File: config.mk
export PLATFORM = sky130hd
export DESIGN_NAME = rx_232
export DESIGN_NICKNAME = d
export VERILOG_FILES = /design/src/rtl/rx_232.sv
export SDC_FILE = /design/constraint.sdc
export NUM_CORES = 1
export LEC_CHECK = 0
export ABC_AREA = 1
export CAP_MARGIN = 25
export CORE_MARGIN = 4
export CORE_UTILIZATION = 48
export CTS_CLUSTER_SIZE = 8
export DETAILED_ROUTE_END_ITERATION = 16
export PLACE_DENSITY = 0.69
export SYNTH_ARGS = -nofsm -noshare
export SYNTH_HDL_FRONTEND = slang
export SYNTH_SLANG_ARGS = --single-unit
File: constraint.sdc
create_clock -name CLK -period 2.1 [get_ports CLK]
set_input_delay 0.42 -clock CLK [delete_from_list [all_inputs] [get_ports CLK]]
set_output_delay 0.42 -clock CLK [all_outputs]
set_load 0.05 [all_outputs]
File: src/rtl/rx_232.sv
// rx_232: RS-232 serial receiver for the UART link.
// Oversamples the asynchronous RXD line with CLK and validates the start bit at mid-bit.
// It shifts in 8 data bits LSB-first, then checks the stop bit.
// A good byte is presented on DATA with a one-cycle RDY pulse.
// Optional feature: define RX_PARITY_EN for 8E1 frames. A PARITY state follows DATA,
// and PERR flags an even-parity mismatch together with RDY. Default build is 8N1 with PERR tied low.
// Handshake: RDY, FERR and PERR are single-cycle pulses with no back-pressure. The consumer must
// capture DATA in the cycle RDY is high. DATA then holds until the next good frame or reset.
module rx_232 #(
    parameter int CLKS_PER_BIT = 434
) (
    input  logic       CLK,
    input  logic       RST,
    input  logic       RXD,
    output logic [7:0] DATA,
    output logic       RDY,
    output logic       FERR,
    output logic       PERR,
    output logic       EOR,
    output logic [2:0] state_dbg
);

    // Counter wide enough to hold CLKS_PER_BIT-1.
    localparam int CW = (CLKS_PER_BIT > 2) ? $clog2(CLKS_PER_BIT) : 1;
    localparam logic [CW-1:0] CNT_RELOAD = CW'(CLKS_PER_BIT - 1);
    localparam logic [CW-1:0] CNT_HALF   = CW'(CLKS_PER_BIT / 2 - 1);

    typedef enum logic [2:0] {
        S_IDLE   = 3'd0,
        S_START  = 3'd1,
        S_DATA   = 3'd2,
        S_PARITY = 3'd3,
        S_STOP   = 3'd4,
        S_BRK    = 3'd5
    } state_t;

    logic          rxd_meta;
    logic          rxs;
    state_t        state;
    state_t        state_nx;
    logic [CW-1:0] cnt;
    logic [CW-1:0] cnt_nx;
    logic [7:0]    shr;
    logic [7:0]    shr_nx;
    logic [2:0]    idx;
    logic [2:0]    idx_nx;
    logic [7:0]    data_nx;
    logic          rdy_nx;
    logic          ferr_nx;
    logic          perr_nx;
    logic          eor_nx;
    logic          tick;
`ifdef RX_PARITY_EN
    logic          par;
    logic          par_nx;
`endif

    assign state_dbg = state;

    // Two-flop synchronizer on the asynchronous line; both stages idle high.
    always_ff @(posedge CLK or posedge RST) begin
        if (RST) begin
            rxd_meta <= 1'b1;
            rxs      <= 1'b1;
        end else begin
            rxd_meta <= RXD;
            rxs      <= rxd_meta;
        end
    end

    // FSM state register.
    always_ff @(posedge CLK or posedge RST) begin
        if (RST) begin
            state <= S_IDLE;
        end else begin
            state <= state_nx;
        end
    end

    // Next-state logic, bit timing, shifting and output pulse generation.
    always_comb begin
        state_nx = state;
        cnt_nx   = cnt;
        shr_nx   = shr;
        idx_nx   = idx;
        data_nx  = DATA;
        rdy_nx   = 1'b0;
        ferr_nx  = 1'b0;
        perr_nx  = 1'b0;
`ifdef RX_PARITY_EN
        par_nx   = par;
`endif
        tick     = (cnt == '0);

        // While a frame is in progress the counter free-runs one bit period per sample.
        if (state != S_IDLE && state != S_BRK) begin
            cnt_nx = tick ? CNT_RELOAD : cnt - 1'b1;
        end

        case (state)
            S_IDLE: begin
                // A low line starts a half-bit wait so later samples land mid-bit.
                if (!rxs) begin
                    state_nx = S_START;
                    cnt_nx   = CNT_HALF;
                end
            end
            S_START: begin
                // Line back high at mid-start-bit is a glitch; drop it silently.
                if (tick) begin
                    if (!rxs) begin
                        state_nx = S_DATA;
                        idx_nx   = 3'd0;
                    end else begin
                        state_nx = S_IDLE;
                    end
                end
            end
            S_DATA: begin
                if (tick) begin
                    shr_nx = {rxs, shr[7:1]};
                    idx_nx = idx + 3'd1;
                    if (idx == 3'd7) begin
`ifdef RX_PARITY_EN
                        state_nx = S_PARITY;
`else
                        state_nx = S_STOP;
`endif
                    end
                end
            end
`ifdef RX_PARITY_EN
            S_PARITY: begin
                if (tick) begin
                    par_nx   = rxs;
                    state_nx = S_STOP;
                end
            end
`endif
            S_STOP: begin
                // Returning to IDLE at mid-stop-bit leaves half a bit of margin
                // for a back-to-back start bit.
                if (tick) begin
                    if (rxs) begin
                        data_nx  = shr;
                        rdy_nx   = 1'b1;
`ifdef RX_PARITY_EN
                        perr_nx  = ^{shr, par};
`endif
                        state_nx = S_IDLE;
                    end else begin
                        ferr_nx  = 1'b1;
                        state_nx = S_BRK;
                    end
                end
            end
            S_BRK: begin
                // A held-low line (break) must not look like a new start bit.
                if (rxs) begin
                    state_nx = S_IDLE;
                end
            end
            default: begin
                state_nx = S_IDLE;
            end
        endcase

        // EOR drops one edge after the start is seen and rises on the edge that returns to IDLE.
        eor_nx = (state == S_IDLE) || (state_nx == S_IDLE);
    end

    // Datapath and registered outputs.
    always_ff @(posedge CLK or posedge RST) begin
        if (RST) begin
            cnt  <= '0;
            shr  <= 8'h00;
            idx  <= 3'd0;
            DATA <= 8'h00;
            RDY  <= 1'b0;
            FERR <= 1'b0;
            PERR <= 1'b0;
            EOR  <= 1'b1;
`ifdef RX_PARITY_EN
            par  <= 1'b0;
`endif
        end else begin
            cnt  <= cnt_nx;
            shr  <= shr_nx;
            idx  <= idx_nx;
            DATA <= data_nx;
            RDY  <= rdy_nx;
            FERR <= ferr_nx;
            PERR <= perr_nx;
            EOR  <= eor_nx;
`ifdef RX_PARITY_EN
            par  <= par_nx;
`endif
        end
    end

endmodule
==> metrics.json <==
{
  "cts_root_buffer": {"value": "clkbuf_8"},
  "critPathLaunchType": {"value": "register"},
  "detailroute.via_count": {"value": 1255},
  "initial_utilization": {"value": 0.516},
  "hold_violations": {"value": 0},
  "cts.repair.resized": {"value": 0},
  "highest_delay_cell_along_the_critical_path": {"value": "clkdlybuf4s50_1"},
  "power.static_leakage": {"value": 1.07, "unit": "nW"},
  "die-area": {"value": 0.00477, "unit": "sq mm"},
  "avgSynthCellArea": {"value": 9.31, "unit": "sq um"},
  "worst_setup_path_end_kind": {"value": "output pin"},
  "layer_with_the_highest_usage": {"value": "met2"},
  "worst-setup-path-type": {"value": "register to output pin"},
  "pre_cts_slack": {"value": 361, "unit": "ps"},
  "outcome": {"value": "completed"},
  "grtUsageMet3": {"value": 0.0480},
  "postPlaceCellArea": {"value": 0.00198, "unit": "sq mm"},
  "grt_pass1_vias": {"value": 1205},
  "layout.cells.most_common": {"value": "nand2_1"},
  "max_clock_freq": {"value": 0.511, "unit": "GHz"},
  "wirelength": {"value": 2980, "unit": "microns"},
  "drive_gt1_frac": {"value": 0.252},
  "grt_start_max_net_pins": {"value": 37},
  "cts_hold_buffers": {"value": 0},
  "synth_enable_flop_cells": {"value": 0},
  "crit_arrival": {"value": 1540, "unit": "ps"},
  "maxSlewHeadroom": {"value": 0.665},
  "clkPwrFrac": {"value": 0.475},
  "drt-vias-per-instance": {"value": 4.83},
  "clock-sinks": {"value": 36},
  "hold-worst-slack": {"value": 362, "unit": "ps"},
  "finalSetupViolCount": {"value": 0},
  "antenna_found_initial": {"value": 0},
  "core-area": {"value": 0.00347, "unit": "sq mm"},
  "final.setup.tns": {"value": 0, "unit": "ps"},
  "cells_after_synthesis": {"value": 192},
  "first_iter_violations": {"value": 51},
  "dp.final_hpwl": {"value": 2170, "unit": "microns"},
  "num_antenna_cells": {"value": 0},
  "tritoncts": {"value": "done"},
  "cells_traversed_along_the_worst_timing_path": {"value": "clkdlybuf4s50_1"},
  "timing.critical_path.fanout_max": {"value": 5},
  "cpPeakStageDelay": {"value": 830, "unit": "ps"},
  "post-route-period-util": {"value": 0.932},
  "ys_seq_elements": {"value": 36},
  "final_worst_setup_slack": {"value": 142, "unit": "ps"},
  "cp.required": {"value": 1680, "unit": "ps"},
  "combinational_share_of_power": {"value": 0.017},
  "power.ir.vdd_worst": {"value": 0.497, "unit": "mV"},
  "cts_post_setup_buffers_inserted": {"value": 0},
  "cts_max_level": {"value": 2},
  "postSynthNetCount": {"value": 198},
  "hp-class": {"value": "register to register"},
  "grt_first_pass_wirelength": {"value": 5300, "unit": "microns"},
  "met2_usage": {"value": 0.225},
  "synth_async_sr_flop_share": {"value": 1.00},
  "critical_path.top_delay_family": {"value": "buffers and inverters"},
  "pwr-share-seq": {"value": 0.508},
  "netlist-cell-type-count": {"value": 31},
  "rows": {"value": 21},
  "cell_pwr_density": {"value": 653, "unit": "mW/mm^2"},
  "rsz0062_at_grt": {"value": "no"},
  "yosysSeqAreaShare": {"value": 0.506},
  "mostFrequentLayoutCells": {"value": "nand2_1 (42), dfrtp_1 (33), inv_1 (24)"},
  "power.internal": {"value": 1.12, "unit": "mW"},
  "design.portCount": {"value": 18},
  "worst_setup_hold_path_clk_slew": {"value": 70, "unit": "ps"},
  "total_power": {"value": 1.37, "unit": "mW"},
  "area_growth": {"value": 17.8, "unit": "%"},
  "final_util": {"value": 0.608},
  "route.detailed.drc": {"value": 0},
  "routedWlPerCell": {"value": 11.5, "unit": "microns"},
  "cts_made_buffers": {"value": 5},
  "synth_area": {"value": 0.00179, "unit": "sq mm"},
  "drt.antenna.violating_nets": {"value": 0},
  "period_needed": {"value": 1960, "unit": "ps"},
  "grt_use_total": {"value": 0.136},
  "report.final.slew_viol_count": {"value": 0},
  "grt_util_met1": {"value": 0.166},
  "drt_pass1_iterations": {"value": 5},
  "clock_path_buffers": {"value": 2},
  "tightestPinTransition": {"value": 501, "unit": "ps"},
  "die_x": {"value": 69.0, "unit": "microns"},
  "number_of_warning_messages_in_the_yosys_log": {"value": 0},
  "design_area": {"value": 0.00211, "unit": "sq mm"},
  "placed_cells_incl_taps": {"value": 252},
  "die_h": {"value": 69.0, "unit": "microns"},
  "clk_latency": {"value": 280, "unit": "ps"},
  "io_buffers": {"value": 16},
  "global_route.overflow_total": {"value": 0},
  "ys_dominant_reg_cell": {"value": "dfrtp_1"},
  "timing.critical_path.buf_inv": {"value": 1},
  "maxCapViolCount": {"value": 0},
  "total_switching_power": {"value": 0.255, "unit": "mW"},
  "gpl.final_weighted_congestion": {"value": 0.827},
  "layout.nets": {"value": 219},
  "swShare": {"value": 0.185},
  "timing.clock.skew": {"value": 3.55, "unit": "ps"},
  "finalNonFillerCells": {"value": 260}
}
worst paths after layout:
| kind | from | endpoint | slack [ps] | cells after the start |
|---|---|---|---|---|
| max | state_dbg[1]$_DFF_PP0_ | state_dbg[1] | 140 | 1 |
| min | rxd_meta$_DFF_PP1_ | rxs$_DFF_PP1_ | 360 | 0 |
| min in group asynchronous | RST | cnt[7]$_DFF_PP0_ | 530 | 3 |
| min reg2reg | rxd_meta$_DFF_PP1_ | rxs$_DFF_PP1_ | 360 | 0 |
| max in group asynchronous | RST | EOR$_DFF_PP1_ | 1220 | 3 |
| max reg2reg | cnt[0]$_DFF_PP0_ | idx[0]$_DFFE_PP0P_ | 340 | 10 |
area by class of cell:
type                            count  area (sq um)
Fill cell                         304          1360
Sequential cell                    36           905
Multi-Input combinational cell    124           739
Timing Repair Buffer               17           165
Inverter                           29           114
Clock buffer                        7          96.3
Tap cell                           46          57.6
Clock inverter                      1          30.0
cell usage after synthesis (2+ instances only):
library cell	instances	area [sq um]
nand2_1	42	158
nor2_4	5	56.3
nor2_2	3	18.8
nor2_1	13	48.8
o21ai_0	3	15.0
a21oi_1	2	10.0
nand2_2	6	37.5
inv_1	24	90.1
a31oi_1	2	12.5
o21ai_2	14	123
dfstp_2	3	78.8
inv_2	3	11.3
o21ai_1	4	20.0
nor3_2	2	20.0
nand3_1	12	60.1
ha_1	3	37.5
buf_6	2	22.5
nand2_4	4	45.0
dfrtp_1	33	826
per-layer routing:
layer	part of all wire	wire length, microns	vias up
met5	0	0	-
met1	0.45	1350	579
met2	0.49	1460	28
li1	-	-	644
met4	0.012	36	0
met3	0.045	133	4
power groups by stage:
stage	combinational (mW)	clock, mW	sequential (mW)
2_1_floorplan	0.0175	0	0.711
3_3_place_gp	0.0248	0	0.711
3_5_place_dp	0.0251	0	0.712
4_1_cts	0.0251	0.674	0.698
5_1_grt	0.0277	0.707	0.698
6_report	0.0239	0.652	0.699
sequential cells by signal (all words and copies together), names as in the netlist:
register,cells
cnt,9
DATA,8
shr,8
idx,3
state_dbg,3
EOR,1
FERR,1
RDY,1
rxd_meta,1
rxs,1
cell families after synthesis:
| family | Yosys count | share of synthesized area |
|---|---|---|
| XOR/XNOR | 1 | 0.00490 |
| buffers and inverters | 32 | 0.0805 |
| adder cells (fa/ha/maj) | 3 | 0.0210 |
| AND/OR/NAND/NOR | 93 | 0.281 |
| AO/OA/AOI/OAI | 26 | 0.105 |
| flip-flops | 36 | 0.506 |
| other | 1 | 0.00210 |
worst register-to-register path: stages (launching register included):
cell     delay, ps
dfrtp_1        400
inv_1           80
ha_1           210
inv_1           80
nor2_2         100
nand2_1         90
nor2_4         180
nand2_4        180
and2_4         220
nand2_2         50
o21ai_2         50
(Power assumes the default switching activity.)
